<file path="src/rtl/fetch_stage.sv">
// fetch_stage: instruction fetch stage plus the IF/ID pipeline register.
//
// Owns the architectural fetch PC and issues word reads to instruction memory.
// At most one imem request is outstanding at a time. A one-entry skid buffer
// catches a response that returns while decode is stalled. Decode's branch,
// jump and jr redirects are applied here.
//
// Build option: define BRANCH_DELAY_SLOT_EN to keep the MIPS delay-slot
// instruction on a redirect. When it is undefined, everything younger than the
// redirecting instruction is squashed.
//
// Ports:
//   clk, rst        clock; synchronous active-high reset
//   imem_req/addr   fetch request and word-aligned address
//   imem_gnt        request accepted this cycle
//   imem_rvalid     in-order response valid; imem_rdata carries the word
//   stall           decode stall; IF/ID holds
//   jump_branch     taken conditional branch in decode
//   jump_target     J-type jump in decode
//   jump_reg        register jump in decode; jr_pc is its target
//   pc_id/instr_id  IF/ID contents; instr_valid_id marks a real instruction
module fetch_stage #(
  parameter logic [31:0] RESET_PC  = 32'h0000_0000,
  parameter logic [31:0] NOP_INSTR = 32'h0000_0000
) (
  input  logic        clk,
  input  logic        rst,
  output logic        imem_req,
  output logic [31:0] imem_addr,
  input  logic        imem_gnt,
  input  logic        imem_rvalid,
  input  logic [31:0] imem_rdata,
  input  logic        stall,
  input  logic        jump_branch,
  input  logic        jump_target,
  input  logic        jump_reg,
  input  logic [31:0] jr_pc,
  output logic [31:0] pc_id,
  output logic [31:0] instr_id,
  output logic        instr_valid_id
);

  localparam logic [1:0] StIdle = 2'd0;
  localparam logic [1:0] StReq  = 2'd1;
  localparam logic [1:0] StWait = 2'd2;
  localparam logic [1:0] StFull = 2'd3;

  logic [1:0]  state_q, state_d;
  logic [31:0] fetch_pc_q, fetch_pc_d;
  logic [31:0] inflight_pc_q, inflight_pc_d;
  logic        kill_q, kill_d;
  logic        skid_valid_q, skid_valid_d;
  logic [31:0] skid_pc_q, skid_pc_d;
  logic [31:0] skid_instr_q, skid_instr_d;
  logic [31:0] pc_id_q, pc_id_d;
  logic [31:0] instr_id_q, instr_id_d;
  logic        instr_valid_q, instr_valid_d;
`ifdef BRANCH_DELAY_SLOT_EN
  logic        pend_valid_q, pend_valid_d;
  logic [31:0] pend_target_q, pend_target_d;
`endif

  logic [31:0] pc_id_plus4;
  logic [31:0] br_offset;
  logic [31:0] redirect_target;
  logic        redirect;
  logic        granted;
  logic        resp_live;
  logic        resp_keep;
  logic        rst_kill;

  // While kill is set a squashed response is still in flight; issuing another
  // request would break the one-outstanding rule, so the request is gated.
  assign imem_req  = (state_q == StReq) & ~kill_q;
  assign imem_addr = fetch_pc_q;
  assign granted   = imem_req & imem_gnt;
  assign resp_live = imem_rvalid & ~kill_q;

  assign redirect    = (jump_branch | jump_target | jump_reg) & instr_valid_q & ~stall;
  assign pc_id_plus4 = pc_id_q + 32'd4;
  assign br_offset   = {{14{instr_id_q[15]}}, instr_id_q[15:0], 2'b00};

  always_comb begin
    if (jump_reg) begin
      redirect_target = jr_pc;
    end else if (jump_target) begin
      redirect_target = {pc_id_plus4[31:28], instr_id_q[25:0], 2'b00};
    end else begin
      redirect_target = pc_id_plus4 + br_offset;
    end
  end

`ifdef BRANCH_DELAY_SLOT_EN
  // The delay slot is the next instruction in order, so a live response is kept.
  assign resp_keep = resp_live;
`else
  assign resp_keep = resp_live & ~redirect;
`endif

  // A reset that lands while a response is owed must still swallow it.
  assign rst_kill = ((kill_q | (state_q == StWait)) & ~imem_rvalid) | granted;

  always_comb begin
    state_d       = state_q;
    fetch_pc_d    = fetch_pc_q;
    inflight_pc_d = inflight_pc_q;
    kill_d        = kill_q;
    skid_valid_d  = skid_valid_q;
    skid_pc_d     = skid_pc_q;
    skid_instr_d  = skid_instr_q;
    pc_id_d       = pc_id_q;
    instr_id_d    = instr_id_q;
    instr_valid_d = instr_valid_q;
`ifdef BRANCH_DELAY_SLOT_EN
    pend_valid_d  = pend_valid_q;
    pend_target_d = pend_target_q;
`endif

    if (imem_rvalid && kill_q) begin
      kill_d = 1'b0;
    end

    // IF/ID and skid buffer. The skid entry is always older than any response.
    if (!stall) begin
      if (skid_valid_q) begin
        pc_id_d       = skid_pc_q;
        instr_id_d    = skid_instr_q;
        instr_valid_d = 1'b1;
        skid_valid_d  = 1'b0;
      end else if (resp_keep) begin
        pc_id_d       = inflight_pc_q;
        instr_id_d    = imem_rdata;
        instr_valid_d = 1'b1;
      end else begin
        instr_id_d    = NOP_INSTR;
        instr_valid_d = 1'b0;
      end
    end else if (resp_keep) begin
      skid_valid_d = 1'b1;
      skid_pc_d    = inflight_pc_q;
      skid_instr_d = imem_rdata;
    end

    unique case (state_q)
      StIdle: state_d = StReq;
      StReq: begin
        if (granted) begin
          inflight_pc_d = fetch_pc_q;
          fetch_pc_d    = fetch_pc_q + 32'd4;
          state_d       = StWait;
        end
      end
      StWait: begin
        if (imem_rvalid) begin
          state_d = skid_valid_d ? StFull : StReq;
        end
      end
      StFull: begin
        if (!skid_valid_d) begin
          state_d = StReq;
        end
      end
      default: state_d = StIdle;
    endcase

`ifdef BRANCH_DELAY_SLOT_EN
    // Delay slot granted: the latched target becomes the next fetch address.
    if (granted && pend_valid_q) begin
      fetch_pc_d   = pend_target_q;
      pend_valid_d = 1'b0;
    end

    if (redirect) begin
      if (state_q == StReq && !granted) begin
        // Delay slot not yet requested; keep fetching it, remember the target.
        pend_valid_d  = 1'b1;
        pend_target_d = redirect_target;
      end else begin
        // Delay slot is in the skid buffer, in flight, or granted right now.
        fetch_pc_d = redirect_target;
      end
    end
`else
    if (redirect) begin
      pc_id_d       = pc_id_q;
      instr_id_d    = NOP_INSTR;
      instr_valid_d = 1'b0;
      skid_valid_d  = 1'b0;
      fetch_pc_d    = redirect_target;
      state_d       = StReq;
      if ((state_q == StWait && !imem_rvalid) || granted) begin
        kill_d = 1'b1;
      end
    end
`endif
  end

  always_ff @(posedge clk) begin
    if (rst) begin
      state_q       <= StIdle;
      fetch_pc_q    <= RESET_PC;
      inflight_pc_q <= RESET_PC;
      kill_q        <= rst_kill;
      skid_valid_q  <= 1'b0;
      skid_pc_q     <= 32'h0;
      skid_instr_q  <= NOP_INSTR;
      pc_id_q       <= 32'h0;
      instr_id_q    <= NOP_INSTR;
      instr_valid_q <= 1'b0;
`ifdef BRANCH_DELAY_SLOT_EN
      pend_valid_q  <= 1'b0;
      pend_target_q <= 32'h0;
`endif
    end else begin
      state_q       <= state_d;
      fetch_pc_q    <= fetch_pc_d;
      inflight_pc_q <= inflight_pc_d;
      kill_q        <= kill_d;
      skid_valid_q  <= skid_valid_d;
      skid_pc_q     <= skid_pc_d;
      skid_instr_q  <= skid_instr_d;
      pc_id_q       <= pc_id_d;
      instr_id_q    <= instr_id_d;
      instr_valid_q <= instr_valid_d;
`ifdef BRANCH_DELAY_SLOT_EN
      pend_valid_q  <= pend_valid_d;
      pend_target_q <= pend_target_d;
`endif
    end
  end

  assign pc_id          = pc_id_q;
  assign instr_id       = instr_id_q;
  assign instr_valid_id = instr_valid_q;

endmodule
</file>
<file path="config.mk">
export PLATFORM = sky130hd
export DESIGN_NAME = fetch_stage
export DESIGN_NICKNAME = d
export VERILOG_FILES = /design/src/rtl/fetch_stage.sv
export SDC_FILE = /design/constraint.sdc
export NUM_CORES = 1
export LEC_CHECK = 0
export BUFFER_PORTS_ARGS = -buffer_cell sky130_fd_sc_hd__buf_2
export CAP_MARGIN = 20
export CORE_MARGIN = 2
export CORE_UTILIZATION = 54
export CTS_CLUSTER_DIAMETER = 60
export CTS_CLUSTER_SIZE = 8
export DETAILED_ROUTE_END_ITERATION = 12
export PLACE_DENSITY_LB_ADDON = 0.3
export SLEW_MARGIN = 20
export SYNTH_ARGS = -nofsm -noshare
export SYNTH_HDL_FRONTEND = slang
export SYNTH_SLANG_ARGS = --single-unit
</file>
<file path="constraint.sdc">
create_clock -name clk -period 3.8 [get_ports clk]
set_input_delay 0.76 -clock clk [delete_from_list [all_inputs] [get_ports clk]]
set_output_delay 0.76 -clock clk [all_outputs]
set_load 0.02 [all_outputs]
</file>
; Word-level counts from Yosys, hierarchy flattened
; Cells that the tools add are included.
[totals]
ff_bits = 197
latch_bits = 0
ram_bits = 0
romBits = 0
wordCells = 76
n_memories = 0
[op_classes]
add_sub_neg = 3
n_mul = 0
div = 0
magnitude_cmp = 0
eq_ne = 9
shift = 0
n_mux = 23
bitwise_logic = 15
reduce_logical = 15
[ops]
columns = op, count
row1 = $mux W32, 9
row2 = $add A32 B3 Y32 const B, 2
row3 = $add A32 B32 Y32, 1
row4 = $mux W1, 9
row5 = $ne A3 B3 Y1 const B, 3
row6 = $reduce_and A3 Y1, 3
row7 = $mux W2, 4
row8 = $pmux W2 S4, 1
row9 = $and A1 B1 Y1, 7
row10 = $ne A2 B2 Y1 const B, 3
row11 = $reduce_and A2 Y1, 3
row12 = $reduce_bool A2 Y1, 3
row13 = $eq A2 B2 Y1 const B, 2
row14 = $not A1 Y1, 4
row15 = $or A1 B1 Y1, 4
row16 = $eq A2 B1 Y1 const B, 1
row17 = $logic_and A1 B1 Y1, 2
row18 = $logic_not A2 Y1, 1
row19 = $reduce_or A2 Y1, 1
row20 = $logic_not A1 Y1, 1
row21 = $logic_or A1 B1 Y1, 1

; Longest topological paths before layout
[logic_depth]
ltp_word = 12
mapped_depth = 16

; Worst setup path after synthesis
; Ideal clock, no wire load.
[synth_path]
kind = reg-to-reg
from = reg pc_id_q[6] (netlist: pc_id[6])
to = reg fetch_pc_q[28] (netlist: imem_addr[28])
setup_ns = 0.137
arrival_ns = 3.422
required_ns = 3.663
path_slack_ns = 0.241
stages_incl_launch_ff = 16
n_path_buf = 1
synth_period_minus_slack_ns = 3.559
path_cell_list = dfxtp_1 > and4_1 > nand3_1 > nor3_2 > nand2_1 > xnor2_1 > ha_1 > buf_2 > a21o_1 > a311oi_1 > nand2_1 > o31ai_1 > a211oi_1 > or4b_1 > a31oi_1 > a211oi_1
[synth_between]
elab_chain_len = 5
[synth_rtl]
columns = element, line_no
row1 = start: declaration, 55  ; logic [31:0] pc_id_q, pc_id_d;
row2 = start signal: assignment, 222  ; pc_id_q <= pc_id_d;
row3 = $add A32 B3 Y32 *, 80  ; assign pc_id_plus4 = pc_id_q + 32'd4;
row4 = $add A32 B32 Y32, 89  ; redirect_target = pc_id_plus4 + br_offset;
row5 = $mux W32 *, 86  ; end else if (jump_target) begin
row6 = $mux W32 *, 84  ; if (jump_reg) begin
row7 = $mux W32 *, 184  ; if (redirect) begin
row8 = end signal: assignment, 216  ; fetch_pc_q <= fetch_pc_d;
row9 = end: declaration, 49  ; logic [31:0] fetch_pc_q, fetch_pc_d;
; Every way passes the cells marked *; elsewhere a longest branch is shown, timed or not.
; A chain may end at the register's enable or synchronous reset.

; Worst setup path after layout
[layout_path]
from = reg pc_id_q[3] (netlist: pc_id[3])
to = reg fetch_pc_q[31] (netlist: imem_addr[31])
; Same word-level chain as after synthesis.

==> impl_summary.md <==
Outcome
The run finished with clean final reports.

Drt
The number of DRC markers after the initial detailed-route iteration is 846. The detailed-routed wire length on met2 is 16,800 µm. The final route contains 10,900 vias. After detailed routing, no signal wire sits above met4. In the final routed layout, each cell accounts on average for 19.4 µm. In the final routing, the length of wire on met1 measures 14,800 µm. In the routed design, unresolved DRC markers number 0. Wire segments on met3 add up to 2760 µm in the final route. The final layout contains routed wiring with a total length of 35,800 µm. The via density per instance is 5.92. The detail route stage leaves a number of antenna-violating nets equal to 0. The number of detailed-route iterations in the first pass is 6.

GRT
The maximum number of pins on one net before global-route repair is 67. The total overflow left after global routing is 0. The wire length of the first global-routing pass is 55,600 µm. The number of global-route vias before repair is 10,200.

The initial antenna violation count is 0. The total global routing track utilization is 0.328.

Clock network
TritonCTS built the clock tree. The number of gates resized after CTS was 0. The maximum clock insertion buffer count is 2. Clock latency on the worst-skew pair, taken at its later pin, is 450 ps. Buffers inserted during clock tree synthesis total 17. The H-tree depth is 4. The clock root buffer is clkbuf_16.

In this run, post-CTS hold repair placed 0 buffers. Clock tree synthesis found a total of 197 sinks. Clock-pin slew was measured on the worst setup and hold paths at 80 ps. The total setup buffers inserted after CTS is 0.

Synthesis
The sequential cell area fraction in the yosys report is 0.361. The number of standard cells after synthesis is 1,411. After synthesis the cells add up to 10,900 µm². The synthesized netlist net count is 1,524. Counting flops with a built-in enable in the synthesized netlist gives 0. The fraction of synthesis flops using an asynchronous set or reset pin is 0.

During synthesis, Yosys emitted a total of 0 warnings. The unique cell type count in the Yosys netlist is 66. The dominant synthesized flop cell is dfxtp_1. Dividing the synthesized area by the synthesized cell count gives 7.75 µm².

The synthesis-stage register bit count is 197.

Critical path
The capture point of the worst reg-to-reg path is imem_addr[31]. The setup check on the worst reg-to-reg path leaves a slack of 140 ps. The critical path's slowest cell is or4bb_1. The critical path runs through a total of 14 cells. The startpoint identified for the worst register-to-register timing path is pc_id[3]. Of all nets on the critical path, the largest fanout is 6. The data required time of the worst path is 4130 ps.

Walking the worst path, the cells encountered are ha_1 > and3_1 > nand4_1 > nor2_2 > nand2_1 > xnor2_1 > ha_1 > nand3_1 > or3_1 > a211oi_2 > o32ai_2 > or4bb_1 > nand4_1 > nor2_1. The logic depth of the worst register-to-register path is 14. The kind of cell with the highest combined delay on the critical path is simple AND/OR/NAND/NOR gates. The largest single stage delay on the critical path is 480 ps. STA classifies the critical path startpoint as a flop. Data on the critical path arrives at its endpoint at 3990 ps. The type of the worst setup path is flop to flop. The kind of end point of the critical path is a flop. The number of buffer and inverter stages on the critical path is 0.

Power
For this design the total switching power over the nets is 0.00178 W. Of the total power, the share spent switching nets is 0.336. The total power divided by cell area is 412 nW/µm². The internal power of the cells totals 0.00352 W. Across the VDD grid, the largest voltage drop is 0.260 mV. The leakage power figure is 5.11 nW. The proportion of power drawn by the clock network is 0.350. The share of total power dissipated in combinational logic is 0.214. Of the total power, registers draw 0.436.

Die
The core box area is 20,000 µm². In this run the count of I/O pins placed on the die edge is 170. The count of standard-cell rows is 52.

The height of the die is 146 µm. In this run the horizontal extent of the chip is 146 µm. The initial utilization of the core area, before any placement, comes to 0.546. The area of the die is 21,400 µm².

Finish
The repair_antennas step left the layout with diodes totalling 0. Counting the fill cells in the layout gives 1,780. At the end of the flow the core is filled with cells to 0.641. Compared with the post-synthesis result, the final layout area differs by 17.5%.

The total number of nets in the final design is 1,677. The fraction of final layout cells sized beyond drive strength 1 is 0.180.

Min path
The startpoint of the worst hold path is skid_pc_q[12]. The worst min-delay path class is flop to flop. The worst hold path was traced through 2 stages. The destination of the worst hold path is skid_pc_q[12].

Timing
The final worst setup slack is 144 ps. Final hold analysis gives a worst-case slack of 457 ps. The final hold violation count is 0.

For the final database, setup skew stands at 15.6 ps. Dividing the final minimum period by the clock period gives 0.962. Derived from the worst setup path, the maximum achievable clock frequency is 0.273 GHz. Setup violations remaining at the end of the flow were counted as 0. The worst path in the final design needs a cycle of 3660 ps, including I/O delays and setup. In this run the tightest slew margin relative to its limit is 0.357. The transition time at the pin with the least slew margin is 961 ps.

The count of final max-slew check failures came to 0. Setup repair after global routing could not meet its margin everywhere. The total negative slack for setup checks is 0 ps.

Placement
Once detailed placement completed, the half-perimeter wirelength came to 25,900 µm. The quantity of I/O buffers inserted on ports is 169. Routability-driven placement finished with a final weighted congestion of 0.972. Before CTS, the worst setup slack after placement is 95.2 ps.

Job
The tool flagged a number of max-cap violations equal to 0.
==> cells in the final DEF, fill, tap and decap left out, types with 4 or more instances in the layout <==
master     netlist  layout
a21o_1          10      10
clkbuf_16        0      17
or3_1           10      10
inv_1           23      23
dfxtp_1        197     194
o21ai_0         24      23
o21ai_1          8       9
buf_2            7     168
xor2_1          29      29
inv_6            0       4
nor3_1          19      17
o31ai_1          7       6
nand4_1         19      19
nand3b_1         5       5
mux2i_1         74      74
o211ai_1         9       9
o21a_1           6       6
xnor2_1         45      45
nor2_1         148     145
o21bai_1         5       5
a31oi_1          8       8
and3_1          13      13
buf_4            0      53
a21oi_1        183     181
and2_1           7       6
ha_1            40      40
nor2b_1          9       9
a211oi_1        56      55
nand3_1         37      36
nand2_1        269     268
==> Yosys cell counts (10+ instances only) <==
cell | number | area (µm²)
buf_1 | 10 | 37.5
dfxtp_1 | 197 | 3940
a21oi_1 | 183 | 916
nor3_1 | 19 | 95.1
nand3_1 | 37 | 185
a211oi_1 | 56 | 420
xor2_1 | 29 | 254
nor2_1 | 148 | 556
mux2i_1 | 74 | 741
and3_1 | 13 | 81.3
clkbuf_1 | 71 | 267
ha_1 | 40 | 500
or3_1 | 10 | 62.6
xnor2_1 | 45 | 394
nand4_1 | 19 | 119
a21o_1 | 10 | 75.1
nand2_1 | 269 | 1010
o21ai_0 | 24 | 120
inv_1 | 23 | 86.3
==> per-stage QoR <==
stage                     power (W)  area (µm²)  instances
after global routing        0.00551       12900       1846
after global placement      0.00345       12200       1815
after CTS                   0.00530       12800       1846
after detailed placement    0.00347       12200       1815
final                       0.00530       12900       1846
after floorplan             0.00305       10900       1411
==> cell families (layout without fill, tap and decap cells) <==
group | Yosys count | in the layout | share of synthesized area
simple gates | 561 | 561 | 0.228
xor+xnor | 74 | 74 | 0.0593
fa+ha+maj | 41 | 41 | 0.0476
mux | 74 | 74 | 0.0677
buf+inv | 114 | 279 | 0.0399
compound gates | 350 | 350 | 0.197
flops | 197 | 197 | 0.361
==> area by class of cell <==
class	count	area, µm²	share of cell area
Multi-Input combinational cell	1100	6620	0.515
Clock buffer	18	429	0.0334
Clock inverter	13	163	0.0127
Tap cell	270	338	0.0263
Timing Repair Buffer	222	1260	0.0979
Inverter	26	97.6	0.00759
Sequential cell	197	3950	0.307
==> worst max path at each step <==
stage,from,to,slack [ps]
after floorplan,pc_id[6],imem_addr[28],240
after global placement,pc_id[8],imem_addr[28],220
after detailed placement,pc_id[2],imem_addr[28],100
after CTS,pc_id[2],imem_addr[28],70
after global routing,pc_id[3],imem_addr[31],-40
final,pc_id[3],imem_addr[31],140
==> power by group through the flow <==
stage | Clock, W | Combinational (W) | Sequential, W
2_1_floorplan | 0 | 0.000640 | 0.00241
5_1_grt | 0.00195 | 0.00123 | 0.00233
3_5_place_dp | 0 | 0.00111 | 0.00235
3_3_place_gp | 0 | 0.00110 | 0.00235
6_report | 0.00185 | 0.00113 | 0.00231
4_1_cts | 0.00187 | 0.00112 | 0.00231
==> worst register-to-register path: cells and delay by family, from the launching register on <==
kind	cells	cell delay, ps
AND/OR/NAND/NOR	9	1930
XOR/XNOR	1	160
AO/OA/AOI/OAI	2	420
flip-flops	1	440
adder cells (fa/ha/maj)	2	590
==> sequential cells by signal, summed over array words and instances, names as in the netlist <==
signal,cells
kill_q,1
skid_pc_q,32
imem_addr,32
inflight_pc_q,32
instr_valid_id,1
skid_valid_q,1
pc_id,32
state_q,2
instr_id,32
skid_instr_q,32
==> metal layers <==
layer / track usage / vias to the layer above
met5: 0 / -
met4: 0.134 / 0
met3: 0.0653 / 88
met2: 0.541 / 514
met1: 0.423 / 5072
li1: - / 5258
Note: power is estimated with default switching activity, not from simulation.
